`config.mk`:
```
export PLATFORM = sky130hd
export DESIGN_NAME = jtag_ir_dr_chain
export DESIGN_NICKNAME = d
export VERILOG_FILES = /design/src/rtl/jtag_pkg.sv /design/src/rtl/jtag_dr_shift.sv /design/src/rtl/jtag_ir_dr_chain.sv
export SDC_FILE = /design/constraint.sdc
export NUM_CORES = 1
export LEC_CHECK = 0
export ABC_AREA = 1
export BUFFER_PORTS_ARGS = -buffer_cell sky130_fd_sc_hd__buf_2
export CORE_MARGIN = 2
export CORE_UTILIZATION = 58
export CTS_CLUSTER_DIAMETER = 200
export DETAILED_ROUTE_END_ITERATION = 8
export GPL_TIMING_DRIVEN = 0
export HOLD_SLACK_MARGIN = 0.06
export PLACE_DENSITY = 0.95
export SKIP_LAST_GASP = 1
export SLEW_MARGIN = 30
export SYNTH_ARGS = -nofsm -noshare
export SYNTH_HDL_FRONTEND = slang
export SYNTH_HIERARCHICAL = 1
export SYNTH_SLANG_ARGS = --single-unit
```
`constraint.sdc`:
```
create_clock -name tck -period 2.6 [get_ports tck]
set_input_delay 0.39 -clock tck [delete_from_list [all_inputs] [get_ports tck]]
set_output_delay 0.39 -clock tck [all_outputs]
set_load 0.005 [all_outputs]
```
`src/rtl/jtag_pkg.sv`:
```
`default_nettype none
// +-----------------------------------------------------------------------------+
// | Module   : jtag_pkg                                                         |
// | Purpose  : Shared TAP state encoding, default IR width and instruction      |
// |            opcodes for the JTAG IR/DR chain.                                |
// | Contents : tap_ctrl_fsm_t, IR_WIDTH_DEFAULT, OPC_IDCODE, OPC_USER,          |
// |            is_shift_state()                                                 |
// | Revision : 1.0 - initial release                                            |
// +-----------------------------------------------------------------------------+
package jtag_pkg;

  typedef enum logic [3:0] {
    TEST_LOGIC_RESET = 4'd0,
    RUN_TEST_IDLE    = 4'd1,
    SELECT_DR_SCAN   = 4'd2,
    CAPTURE_DR       = 4'd3,
    SHIFT_DR         = 4'd4,
    EXIT1_DR         = 4'd5,
    PAUSE_DR         = 4'd6,
    EXIT2_DR         = 4'd7,
    UPDATE_DR        = 4'd8,
    SELECT_IR_SCAN   = 4'd9,
    CAPTURE_IR       = 4'd10,
    SHIFT_IR         = 4'd11,
    EXIT1_IR         = 4'd12,
    PAUSE_IR         = 4'd13,
    EXIT2_IR         = 4'd14,
    UPDATE_IR        = 4'd15
  } tap_ctrl_fsm_t;

  localparam int IR_WIDTH_DEFAULT = 4;

  // BYPASS is all ones at whatever IR width is in use, so it is built
  // from '1 where the width is known rather than stored here.
  localparam int OPC_IDCODE = 1;
  localparam int OPC_USER   = 2;

  function automatic logic is_shift_state(input tap_ctrl_fsm_t s);
    return (s == SHIFT_IR) || (s == SHIFT_DR);
  endfunction

endpackage
`default_nettype wire

```
`src/rtl/jtag_dr_shift.sv`:
```
`default_nettype none
// +-----------------------------------------------------------------------------+
// | Module   : jtag_dr_shift                                                    |
// | Purpose  : Generic JTAG data shift register: parallel load at capture,      |
// |            right shift with tdi entering the MSB, hold otherwise.           |
// | Ports    : tck, trstn (async active-low), capture, shift, tdi,              |
// |            load_data[WIDTH-1:0], data[WIDTH-1:0] (bit 0 is serial out)     |
// | Revision : 1.0 - initial release                                            |
// +-----------------------------------------------------------------------------+
module jtag_dr_shift #(
  parameter int WIDTH = 32
) (
  input  logic             tck,
  input  logic             trstn,
  input  logic             capture,
  input  logic             shift,
  input  logic             tdi,
  input  logic [WIDTH-1:0] load_data,
  output logic [WIDTH-1:0] data
);

  logic [WIDTH-1:0] shifted;

  // A one-bit register has no upper slice to carry forward.
  if (WIDTH == 1) begin : g_single
    assign shifted = tdi;
  end else begin : g_multi
    assign shifted = {tdi, data[WIDTH-1:1]};
  end

  always_ff @(posedge tck or negedge trstn) begin
    if (!trstn) begin
      data <= '0;
    end else if (capture) begin
      data <= load_data;
    end else if (shift) begin
      data <= shifted;
    end
  end

endmodule
`default_nettype wire

```
`src/rtl/jtag_ir_dr_chain.sv`:
```
`default_nettype none
// +-----------------------------------------------------------------------------+
// | Module   : jtag_ir_dr_chain                                                 |
// | Purpose  : JTAG instruction register plus BYPASS / IDCODE / USER data       |
// |            registers, driven by the registered TAP state.                   |
// | Ports    : tck, trstn (async active-low), tap_state, tdi, tdo, tdo_en,      |
// |            ir_q, user_capture_data, user_update_data, user_update          |
// | Config   : JTAG_IDCODE_EN - include the IDCODE register and make IDCODE    |
// |            the reset instruction; otherwise BYPASS is the reset            |
// |            instruction and opcode 1 decodes as bypass.                     |
// | Revision : 1.0 - initial release                                            |
// +-----------------------------------------------------------------------------+
module jtag_ir_dr_chain
  import jtag_pkg::*;
#(
  parameter int          IR_WIDTH      = IR_WIDTH_DEFAULT,
  parameter int          USER_DR_WIDTH = 32,
  parameter logic [31:0] IDCODE_VALUE  = 32'h1BEE_F001
) (
  input  logic                     tck,
  input  logic                     trstn,
  input  tap_ctrl_fsm_t            tap_state,
  input  logic                     tdi,
  output logic                     tdo,
  output logic                     tdo_en,
  output logic [IR_WIDTH-1:0]      ir_q,
  input  logic [USER_DR_WIDTH-1:0] user_capture_data,
  output logic [USER_DR_WIDTH-1:0] user_update_data,
  output logic                     user_update
);

  localparam logic [IR_WIDTH-1:0] OP_IDCODE = IR_WIDTH'(OPC_IDCODE);
  localparam logic [IR_WIDTH-1:0] OP_USER   = IR_WIDTH'(OPC_USER);
  localparam logic [IR_WIDTH-1:0] OP_BYPASS = '1;
`ifdef JTAG_IDCODE_EN
  localparam logic [IR_WIDTH-1:0] RESET_IR  = OP_IDCODE;
`else
  localparam logic [IR_WIDTH-1:0] RESET_IR  = OP_BYPASS;
`endif

  logic [IR_WIDTH-1:0]      ir_shift;
  logic                     bypass;
  logic [USER_DR_WIDTH-1:0] user_shift;
  logic                     sel_user;
  logic                     capture_dr;
  logic                     shift_dr;
  logic                     dr_bit;

  // Instruction register: ir_q only moves in UPDATE_IR / TEST_LOGIC_RESET,
  // so the DR selection is frozen for the whole of any DR scan.
  always_ff @(posedge tck or negedge trstn) begin
    if (!trstn) begin
      ir_shift <= '0;
      ir_q     <= RESET_IR;
    end else begin
      case (tap_state)
        TEST_LOGIC_RESET: ir_q     <= RESET_IR;
        CAPTURE_IR:       ir_shift <= IR_WIDTH'(1);
        SHIFT_IR:         ir_shift <= {tdi, ir_shift[IR_WIDTH-1:1]};
        UPDATE_IR:        ir_q     <= ir_shift;
        default:          ;
      endcase
    end
  end

  assign sel_user   = (ir_q == OP_USER);
  assign capture_dr = (tap_state == CAPTURE_DR);
  assign shift_dr   = (tap_state == SHIFT_DR);

`ifdef JTAG_IDCODE_EN
  logic        sel_idcode;
  logic [31:0] id_shift;
  logic        unused_id_upper;

  assign sel_idcode = (ir_q == OP_IDCODE);
  // Only the serial end of the ID register is ever observed.
  assign unused_id_upper = ^id_shift[31:1];

  jtag_dr_shift #(
    .WIDTH (32)
  ) u_id_shift (
    .tck       (tck),
    .trstn     (trstn),
    .capture   (capture_dr && sel_idcode),
    .shift     (shift_dr && sel_idcode),
    .tdi       (tdi),
    .load_data (IDCODE_VALUE),
    .data      (id_shift)
  );
`else
  logic sel_idcode;
  logic unused_idcode;

  // Opcode 1 falls through to bypass when no ID register is built.
  assign sel_idcode    = 1'b0;
  assign unused_idcode = ^IDCODE_VALUE;
`endif

  jtag_dr_shift #(
    .WIDTH (USER_DR_WIDTH)
  ) u_user_shift (
    .tck       (tck),
    .trstn     (trstn),
    .capture   (capture_dr && sel_user),
    .shift     (shift_dr && sel_user),
    .tdi       (tdi),
    .load_data (user_capture_data),
    .data      (user_shift)
  );

  // Bypass catches every opcode that is neither USER nor (enabled) IDCODE.
  always_ff @(posedge tck or negedge trstn) begin
    if (!trstn) begin
      bypass <= 1'b0;
    end else if (!sel_user && !sel_idcode) begin
      if (capture_dr) begin
        bypass <= 1'b0;
      end else if (shift_dr) begin
        bypass <= tdi;
      end
    end
  end

  always_ff @(posedge tck or negedge trstn) begin
    if (!trstn) begin
      user_update_data <= '0;
      user_update      <= 1'b0;
    end else begin
      user_update <= (tap_state == UPDATE_DR) && sel_user;
      if ((tap_state == UPDATE_DR) && sel_user) begin
        user_update_data <= user_shift;
      end
    end
  end

  always_comb begin
    dr_bit = bypass;
`ifdef JTAG_IDCODE_EN
    if (sel_idcode) begin
      dr_bit = id_shift[0];
    end
`endif
    if (sel_user) begin
      dr_bit = user_shift[0];
    end
  end

  // While reset is held the chain is not in a shift state, so the serial
  // output is forced quiet regardless of what tap_state shows.
  always_comb begin
    tdo    = 1'b0;
    tdo_en = 1'b0;
    if (trstn && is_shift_state(tap_state)) begin
      tdo_en = 1'b1;
      tdo    = (tap_state == SHIFT_IR) ? ir_shift[0] : dr_bit;
    end
  end

endmodule
`default_nettype wire
```
==> key figures <==
Status
  – Run status: completed

Placement
  – DP HPWL: 5441 um
  – Port buffer count: 77
  – Final Wtd Congestion: 0.7851
  – Placed Cells: 539

GRT
  – Largest net degree at the start of global routing: 55
  – Initial antenna violation count: 0
  – Vias in the first global route: ~2.9k
  – Gr ovfl total: 0
  – GRT Total Usage: 26.29%
  – Global-route wire length before repair: 12920 um

Flow run
  – Max-cap violations: 0

Clocking
  – Clock Latency Late Sink: 0.34 ns
  – CTS Hold Bufs: 1
  – CTS buffer count: 9
  – Setup Buffers After CTS: 0
  – Worst-path clk slew: around 0.07 ns
  – CTS Sinks: 74
  – CTS tree: yes
  – CTS H-tree lvls: 3
  – Clock Tree Buf Depth: 2
  – Post-cts gate resize count: 0
  – Clock root buffer: clkbuf_8

Finish
  – Area of the multi-input gates: 0.001246 mm^2
  – Fin util: 73.54%
  – # diodes: 0
  – Ratio of cells with drive above 1 in the final layout: 26.86%
  – Reg area: 0.001857 mm^2
  – Finished Layout Cells: 556
  – Final net count: 518
  – # fillers: roughly 400
  – Synthesis-to-finish area growth: 21.06%

Yosys
  – Mapped Cells: 389
  – Synth Warn #: 6
  – Syn_nets: 428
  – Main synth FF type: dfrtp_1
  – Mapped cell area: ~0.0034 mm^2
  – EDFF count, synth: 0
  – Synth async-reset ratio: 100.0%
  – Sequential area share after synthesis: a little over half
  – Synth Register Bits: 74
  – Syn avg cell area: about 8.7 um^2
  – Distinct cells, synth: 20

Floorplan
  – Die area: 0.006465 mm^2
  – Core area: around 0.0056 mm^2
  – Site row count: 27
  – Chip Width: ~80 um
  – Initial Util: 60.74%
  – Die Y: between 80 and 90 um
  – Ports: 78

Timing
  – Fmax achieved: 431.8 MHz
  – Worst slew margin: 78.64%
  – Tcrit/Tclk final: 89.06%
  – Setup violators final: 0
  – Fin. Hold Viols: 0
  – RSZ-0062 raised after global routing: false
  – Sum Neg Setup Slack: 0 ns
  – Worst Clk Skew: 0.006480 ns
  – Worst-Margin Slew: about 0.32 ns
  – Fin. max-slew vios: 0
  – Tmin final: 2.316 ns

Setup path
  – Reg2reg end: u_user_shift/data[17]
  – Worst Path Required: 2.21 ns
  – R2R cell count: 9
  – R2r startpoint: ir_q[1]
  – CP startpoint kind: primary input
  – CP Class: primary input to output port
  – Family with the most delay on the worst path: buffers and inverters
  – Max incr delay on CP: 0.52 ns
  – R2R Setup Slk: 0.99 ns
  – Buffer and inverter count on the worst path: 4
  – Crit path DAT: 1.93 ns
  – CP Max Fanout: 54
  – CP Capture Type: output port
  – Crit-path cells: dlygate4sd3_1, buf_4, buf_16, a21boi_0, buf_2
  – Crit path depth: 5
  – CP max-delay cell: dlygate4sd3_1

Power
  – Cell Int Power: 1851 uW
  – Max IR drop VDD: roughly 0.38 mV
  – Sw Share: 24.83%
  – Static Leak: 0.002344 uW
  – Clock power share: 36.3%
  – Sequential power share: 54.0%
  – Cell Pwr Density: roughly 600 mW/mm^2
  – Switching pwr: between 600 and 700 uW
  – Logic pwr share: 9.6%

Min path
  – Sink of the worst hold path: u_user_shift/data[28]
  – Min-delay worst type: primary input to flop
  – Worst Hold Depth: 3
  – Worst Hold Launch: user_capture_data[28]

Route
  – Average routed wire per standard cell: 14.51 um
  – Routed Antenna Nets: 0
  – Initial DRC count: 371
  – DR vias: 3069
  – Via density: roughly 5.5
  – DR pass1 iterations: 5
  – Routed WL: 8065 um
  – DRC errors left: 0
-- flip-flops by register name (all words and copies together), names as in the netlist --
register / count
bypass: 1
ir_q: 4
ir_shift: 4
u_user_shift/data: 32
user_update: 1
user_update_data: 32
-- cell usage after synthesis (2+ instances only) --
master      n  area [um^2]
nor2_8      2        40.04
buf_6      14        157.7
nor2_2      2        12.51
buf_2       3        15.01
nand2_1   140        525.5
nand2_2     2        12.51
o22ai_1     2        12.51
dfstp_2     4        105.1
buf_4       4        30.03
dfrtp_1    70         1752
clkbuf_8    2        27.53
o21ai_0     3        15.01
nand3_1   102        510.5
nor2_1     20        75.07
inv_2       4        15.01
inv_1      10        37.54
a21boi_0    2        15.01
-- cells in the final DEF, fill, tap and decap left out, drive strengths merged --
master,count
nand2,143
nand3,102
buf,99
dfrtp,70
nor2,25
clkbuf,16
inv,14
dfstp,4
o21ai,3
a21boi,2
o22ai,2
a21oi,1
bufinv,1
clkinv,1
dlygate4sd3,1
-- cell families (layout without fill, tap and decap cells) --
group	count (synthesis)	in the layout	synth area share (%)
compound gates	8	8	1.404
buf+inv	37	132	8.352
flops	74	74	54.84
simple gates	270	270	35.40
-- per-stage QoR --
step / hold WS (ns) / cell area, um^2 / total power [uW] / worst slack (ns)
after global placement: 0.4495 / 3861 / 1556 / 0.09196
after floorplan: 0.09441 / 3386 / 1458 / 1.160
after global routing: 0.2696 / 4099 / 2554 / 0.1250
after CTS: 0.2554 / 4099 / 2471 / 0.2338
final: 0.2588 / 4099 / 2463 / 0.2843
after detailed placement: 0.3101 / 3891 / 1580 / 0.7913
-- per-layer routing --
layer	global-route usage, %	share of wire [%]
met2	43.17	49
met5	0	0
met4	14.75	3.1
met3	4.607	5.9
met1	32.93	41
-- power groups by stage --
stage	clock network, uW	registers (uW)	logic [uW]
finish	895	1330	237
floorplan	0	1330	124
global route	947	1340	267
global placement	0	1340	214
CTS	903	1330	239
detailed placement	0	1350	232
-- worst max path at each step --
stage	from	to	slack, ns
6_report	trstn	tdo_en	0.28
4_1_cts	trstn	tdo_en	0.23
2_1_floorplan	ir_q[1]	u_user_shift/data[10]	1.16
3_5_place_dp	trstn	tdo_en	0.79
5_1_grt	trstn	tdo_en	0.12
3_3_place_gp	trstn	tdo	0.09
-- area by class of cell --
type / instances / share of cell area (%)
repair buffers: 79 / 10.38
multi-input cells: 278 / 30.40
flip-flops and latches: 74 / 45.30
well taps: 72 / 2.198
inverters: 14 / 1.282
plain buffers: 23 / 5.617
clock inverters: 2 / 0.8547
clock buffers: 14 / 3.968
-- tightest hold or removal path, stage by stage --
cell and delay, ns:
buf_2 0.07, nand2_1 0.04, nand3_1 0.06
No activity file was read; power rests on OpenSTA's default activity.
